## src/rtl/logic_pkg.sv

```systemverilog
// rtl/logic_pkg.sv - shared op codes and FSM state encoding for the bitwise logic unit
package logic_pkg;

  localparam logic [2:0] OP_AND   = 3'd0;
  localparam logic [2:0] OP_OR    = 3'd1;
  localparam logic [2:0] OP_XOR   = 3'd2;
  localparam logic [2:0] OP_NOR   = 3'd3;
  localparam logic [2:0] OP_NAND  = 3'd4;
  localparam logic [2:0] OP_XNOR  = 3'd5;
  localparam logic [2:0] OP_ANDN  = 3'd6;
  localparam logic [2:0] OP_PASSA = 3'd7;

  typedef enum logic [1:0] {
    ST_IDLE = 2'd0,
    ST_RUN  = 2'd1,
    ST_DONE = 2'd2
  } state_e;

endpackage

```

## src/rtl/bitwise_slice.sv

```systemverilog
// rtl/bitwise_slice.sv - combinational CHUNK-bit slice applying one of eight bitwise functions
module bitwise_slice
  import logic_pkg::*;
#(
  parameter int CHUNK = 8
) (
  input  logic [CHUNK-1:0] a_i,
  input  logic [CHUNK-1:0] b_i,
  input  logic [2:0]       op_i,
  output logic [CHUNK-1:0] y_o
);

  // One independent cell per bit; the op select fans out to every cell.
  for (genvar i = 0; i < CHUNK; i++) begin : g_bit
    logic y_bit;

    // Per-bit function select.
    always_comb begin
      y_bit = 1'b0;
      case (op_i)
        OP_AND:   y_bit =   a_i[i] &  b_i[i];
        OP_OR:    y_bit =   a_i[i] |  b_i[i];
        OP_XOR:   y_bit =   a_i[i] ^  b_i[i];
        OP_NOR:   y_bit = ~(a_i[i] |  b_i[i]);
        OP_NAND:  y_bit = ~(a_i[i] &  b_i[i]);
        OP_XNOR:  y_bit = ~(a_i[i] ^  b_i[i]);
        OP_ANDN:  y_bit =   a_i[i] & ~b_i[i];
        OP_PASSA: y_bit =   a_i[i];
        default:  y_bit = 1'b0;
      endcase
    end

    assign y_o[i] = y_bit;
  end

endmodule

```

## src/rtl/bitwise_logic_unit.sv

```systemverilog
// rtl/bitwise_logic_unit.sv - multi-cycle, CHUNK-per-cycle bitwise logic unit with zero/parity flags
module bitwise_logic_unit
  import logic_pkg::*;
#(
  parameter int WIDTH = 32,
  parameter int CHUNK = 8
) (
  input  logic             clk,
  input  logic             reset,
  input  logic             in_valid,
  output logic             in_ready,
  input  logic [WIDTH-1:0] in_a,
  input  logic [WIDTH-1:0] in_b,
  input  logic [2:0]       in_op,
  output logic             out_valid,
  input  logic             out_ready,
  output logic [WIDTH-1:0] out_result,
  output logic             out_zero,
  output logic             out_parity
);

  localparam int NSLICE = WIDTH / CHUNK;
  // Counter is kept at least one bit wide even when a single slice covers the word.
  localparam int CW     = (NSLICE > 1) ? $clog2(NSLICE) : 1;

  if ((WIDTH % CHUNK) != 0) begin : g_bad_chunk
    $error("bitwise_logic_unit: WIDTH (%0d) must be a multiple of CHUNK (%0d)", WIDTH, CHUNK);
  end

  state_e            state_q, state_d;
  logic [WIDTH-1:0]  a_q, a_d;
  logic [WIDTH-1:0]  b_q, b_d;
  logic [2:0]        op_q, op_d;
  logic [CW-1:0]     cnt_q, cnt_d;
  logic [WIDTH-1:0]  result_q, result_d;
  logic              parity_q, parity_d;
  logic              zero_q, zero_d;

  logic [CHUNK-1:0]  a_cur, b_cur, y_cur;
  logic              last_slice;

  // Select the operand slices addressed by the counter.
  always_comb begin
    a_cur = '0;
    b_cur = '0;
    for (int s = 0; s < NSLICE; s++) begin
      if (cnt_q == CW'(s)) begin
        a_cur = a_q[s*CHUNK +: CHUNK];
        b_cur = b_q[s*CHUNK +: CHUNK];
      end
    end
  end

  bitwise_slice #(.CHUNK(CHUNK)) u_slice (
    .a_i  (a_cur),
    .b_i  (b_cur),
    .op_i (op_q),
    .y_o  (y_cur)
  );

  assign last_slice = (cnt_q == CW'(NSLICE - 1));

  // Next-state, operand latch, slice write-back and flag accumulation.
  always_comb begin
    state_d  = state_q;
    a_d      = a_q;
    b_d      = b_q;
    op_d     = op_q;
    cnt_d    = cnt_q;
    result_d = result_q;
    parity_d = parity_q;
    zero_d   = zero_q;

    case (state_q)
      ST_IDLE: begin
        if (in_valid) begin
          a_d      = in_a;
          b_d      = in_b;
          op_d     = in_op;
          cnt_d    = '0;
          result_d = '0;
          parity_d = 1'b0;
          zero_d   = 1'b1;
          state_d  = ST_RUN;
        end
      end
      ST_RUN: begin
        for (int s = 0; s < NSLICE; s++) begin
          if (cnt_q == CW'(s)) begin
            result_d[s*CHUNK +: CHUNK] = y_cur;
          end
        end
        parity_d = parity_q ^ (^y_cur);
        zero_d   = zero_q & (y_cur == '0);
        if (last_slice) begin
          state_d = ST_DONE;
        end else begin
          cnt_d = cnt_q + CW'(1);
        end
      end
      ST_DONE: begin
        if (out_ready) begin
          state_d = ST_IDLE;
        end
      end
      default: state_d = ST_IDLE;
    endcase
  end

  // State register; synchronous reset aborts any in-flight op.
  always_ff @(posedge clk) begin
    if (reset) begin
      state_q  <= ST_IDLE;
      a_q      <= '0;
      b_q      <= '0;
      op_q     <= OP_AND;
      cnt_q    <= '0;
      result_q <= '0;
      parity_q <= 1'b0;
      zero_q   <= 1'b1;
    end else begin
      state_q  <= state_d;
      a_q      <= a_d;
      b_q      <= b_d;
      op_q     <= op_d;
      cnt_q    <= cnt_d;
      result_q <= result_d;
      parity_q <= parity_d;
      zero_q   <= zero_d;
    end
  end

  assign in_ready   = (state_q == ST_IDLE);
  assign out_valid  = (state_q == ST_DONE);
  assign out_result = result_q;
  assign out_zero   = zero_q;
  assign out_parity = parity_q;

endmodule

```

## config.mk

```make
export PLATFORM = sky130hd
export DESIGN_NAME = bitwise_logic_unit
export DESIGN_NICKNAME = d
export VERILOG_FILES = /design/src/rtl/logic_pkg.sv /design/src/rtl/bitwise_slice.sv /design/src/rtl/bitwise_logic_unit.sv
export SDC_FILE = /design/constraint.sdc
export NUM_CORES = 1
export LEC_CHECK = 0
export CAP_MARGIN = 15
export CORE_ASPECT_RATIO = 0.9
export CORE_MARGIN = 10
export CORE_UTILIZATION = 50
export CTS_BUF_LIST = sky130_fd_sc_hd__clkbuf_4 sky130_fd_sc_hd__clkbuf_8 sky130_fd_sc_hd__clkbuf_16
export DETAILED_ROUTE_END_ITERATION = 16
export GPL_TIMING_DRIVEN = 0
export PLACE_DENSITY = 0.77
export SLEW_MARGIN = 10
export SYNTH_ARGS = -nofsm -noshare
export SYNTH_HDL_FRONTEND = slang
export SYNTH_SLANG_ARGS = --single-unit
```

## constraint.sdc

```tcl
create_clock -name clk -period 4.75 [get_ports clk]
set_clock_uncertainty 0.05 [all_clocks]
set_input_delay 0.95 -clock clk [delete_from_list [all_inputs] [get_ports clk]]
set_output_delay 0.95 -clock clk [all_outputs]
set_load 0.01 [all_outputs]
```

==> run summary <==
Top FF cell, synth: dfxtp_1
Mux share of post-synthesis cell area: 1.73%
Max-cap violation count: 0
Initial Util: 50.9%
Adder-cell share of the synthesized area: 7.27%
P_int: 1.55 mW
# hold bufs at CTS: 0
Total negative slack: 0 ns
Syn. warnings: 0
Syn Area/Cell: 7.90 um2
Compound-gate portion of the synthesized area: 22.4%
Crit-path leading delay family: multiplexers
Die ar.: 15,600 um2
Buffer and inverter count on the worst path: 4
Register area share after synthesis: 38.2%
Area of the multi-input gates: 3070 um2
Commonest non-fill, non-tap cell in the layout: nand2_1
Max-slew violations: 0
Arr. time, crit path: 4.57 ns
Via density: 5.60
Status: complete, no violations
Final setup fails: 0
CP max FO: 10
Largest net degree at the start of global routing: 20
WL/cell: 17.1 um
Worst Setup Path Type: reg2reg
Register bit count reported by yosys: 105
Count of flip-flops with a built-in enable after synthesis: 0
Worst skew pair latency: 0.35 ns
Vias in the first global route: 5,136
RSZ-0062 raised after global routing: no
Tightest Pin Transition: 0.665 ns
Vert. Die Dim: 120 um
Core Region: 10,800 um2
Worst-path clk slew: 0.07 ns
Dpl ws: 0.328 ns
CP Capture Type: flop
# DRC: 0
Critical Path Slowest Stage Cell: mux4_2
Synth cell types: 58
Worst EP required: 4.90 ns
Mapped Nets: 800
Final worst path period need: 4.41 ns
Mapped cell area: 5510 um2
P_leak: 2.72 nW
Crit-path max cell delay: 0.49 ns
First-pass GRT wire length: 25.7 mm
Sw frac: 29.6%
Commonest non-fill, non-tap cells in the layout: nand2_1, a21oi_1, clkdlybuf4s50_1
Grt ovf: 0
CP cell instances: ha_1 -> buf_6 -> buf_4 -> clkbuf_1 -> nand2_1 -> a21oi_1 -> a21oi_1 -> nor2_1 -> a21o_1 -> ha_1 -> mux2_1 -> mux4_2 -> nand2_2 -> inv_1 -> ha_1 -> xnor2_1 -> xnor2_1 -> and2_1 -> o21ai_0 -> a21oi_1
Share of cells above drive strength 1: 7.10%
Area growth syn-to-layout: 27.9%
Rel. slew slack: 55.6%
Flop pwr share: 43.0%
Worst Hold Class: reg2reg
Utilization after layout: 65.1%
Hpwl dp: 12.7 mm
# diodes: 0
I/O Buffers: 106
CTS H-tree lvls: 3
Clk buf depth: 2
Final GP Congestion: 0.911
Routed WL: 16.2 mm
Tcrit/Tclk final: 92.9%
CTS Sinks: 105
Psw: 0.653 mW
Tot GR Track Use: 20.4%
Combinational family with the most area after synthesis: simple AND/OR/NAND/NOR gates
Drt pass-1 iters: 5
Row cnt: 36
Initial DRC Count: 414
TritonCTS clock tree: done
Peak VDD IR: 188 uV
CTS buffer count: 9
Die Width: 131 um
Clock share of power: 35.4%
Comb pwr share: 21.5%
Final hold vios: 0
# IOs: 107
Final setup margin: 0.337 ns
Clock root buffer: clkbuf_16
Fill cells: 937
Worst hold margin: 0.396 ns
Async set-reset flop share out of synthesis: 0%
Vias: 5,317
Pwr dens: 314 nW/um2
XOR/XNOR Fraction of Synth Area: 1.43%
NumNets Final: 916
Setup repair bufs after CTS: 0
Fmax: 227 MHz
Worst setup SP type: flop
Post-Syn Instances: 697
Post-DRT Antenna Nets: 0
Post-CTS sizing: 0
Initial antenna violation count: 0
Sequential cell area: 2100 um2
Simple-gate share of the synthesized area: 22.9%
==> Yosys cell counts (3+ instances only) <==
| master | n | area share [%] |
|---|---|---|
| nand3b_1 | 16 | 2.2 |
| nor2_1 | 28 | 1.9 |
| buf_4 | 5 | 0.68 |
| o211ai_2 | 3 | 0.68 |
| a311o_1 | 3 | 0.55 |
| nor3_1 | 5 | 0.45 |
| nor3b_1 | 7 | 0.95 |
| nand3_1 | 4 | 0.36 |
| a21oi_1 | 111 | 10 |
| ha_1 | 32 | 7.3 |
| buf_6 | 5 | 1.0 |
| nor2b_1 | 8 | 0.91 |
| buf_1 | 9 | 0.61 |
| a32o_1 | 12 | 2.2 |
| nor4bb_1 | 3 | 0.55 |
| buf_2 | 11 | 1.0 |
| a211oi_2 | 3 | 0.68 |
| nand2_1 | 188 | 13 |
| clkbuf_1 | 21 | 1.4 |
| dfxtp_1 | 105 | 38 |
| a21o_1 | 9 | 1.2 |
| o21ai_1 | 20 | 1.8 |
| a211oi_1 | 3 | 0.41 |
| nand2b_1 | 8 | 0.91 |
| o21ai_0 | 9 | 0.82 |
| inv_1 | 18 | 1.2 |
| xnor2_1 | 8 | 1.3 |
| o21ai_2 | 3 | 0.48 |
| mux2i_1 | 5 | 0.91 |
| and4b_1 | 3 | 0.55 |
==> power groups by stage <==
stage / combinational, mW / clock [mW] / sequential [mW]
final: 0.475 / 0.782 / 0.950
after global routing: 0.523 / 0.823 / 0.955
after CTS: 0.473 / 0.782 / 0.950
after detailed placement: 0.469 / 0 / 0.970
after global placement: 0.457 / 0 / 0.969
after floorplan: 0.299 / 0 / 0.966
==> worst reg2reg max path, cell delays in order, from the launching register on <==
cell	delay (ns)
dfxtp_1	0.41
ha_1	0.19
buf_6	0.13
buf_4	0.18
clkbuf_1	0.40
nand2_1	0.10
a21oi_1	0.17
a21oi_1	0.07
nor2_1	0.18
a21o_1	0.17
ha_1	0.26
mux2_1	0.30
mux4_2	0.49
nand2_2	0.14
inv_1	0.07
ha_1	0.30
xnor2_1	0.18
xnor2_1	0.11
and2_1	0.16
o21ai_0	0.14
a21oi_1	0.08
==> routing by layer <==
metal,vias to the layer above,part of all wire [%],global-route usage [%]
met1,2482,44,25.7
met3,30,7.4,5.41
met5,-,0,0
met2,197,46,33.3
li1,2608,-,-
met4,0,2.2,6.39
==> path summary, 6_finish.rpt <==
check,end,start,slack (ns),cells past startpoint
worst min register to register,out_result[1],out_result[1],0.40,2
worst max-delay path,out_parity,cnt_q[0],0.34,20
worst max register to register,out_parity,cnt_q[0],0.34,20
worst min-delay path,out_result[1],out_result[1],0.40,2
==> registers in the layout, summed over array words and instances (netlist names) <==
signal	flops
a_q	32
b_q	32
out_result	32
op_q	3
cnt_q	2
state_q	2
out_parity	1
out_zero	1
==> metrics by stage <==
step                instances  total power [mW]  instance area, um2
floorplan                 697              1.26                5510
global placement          936              1.43                6730
detailed placement        936              1.44                6730
CTS                       951              2.20                7050
global route              950              2.30                7040
finish                    950              2.21                7040
==> cell type report <==
cell class	instances	area share, %
Multi-Input combinational cell	522	43.6
Sequential cell	105	29.9
Timing Repair Buffer	106	15.1
Buffer	51	3.77
Clock buffer	9	3.20
Tap cell	133	2.36
Clock inverter	6	1.23
Inverter	18	0.959
==> logic make-up after synthesis <==
family,Yosys count
simple gates,278
fa+ha+maj,32
compound gates,195
mux,8
xor+xnor,9
flops,105
buf+inv,70
Power figures use the tool's default switching activity.
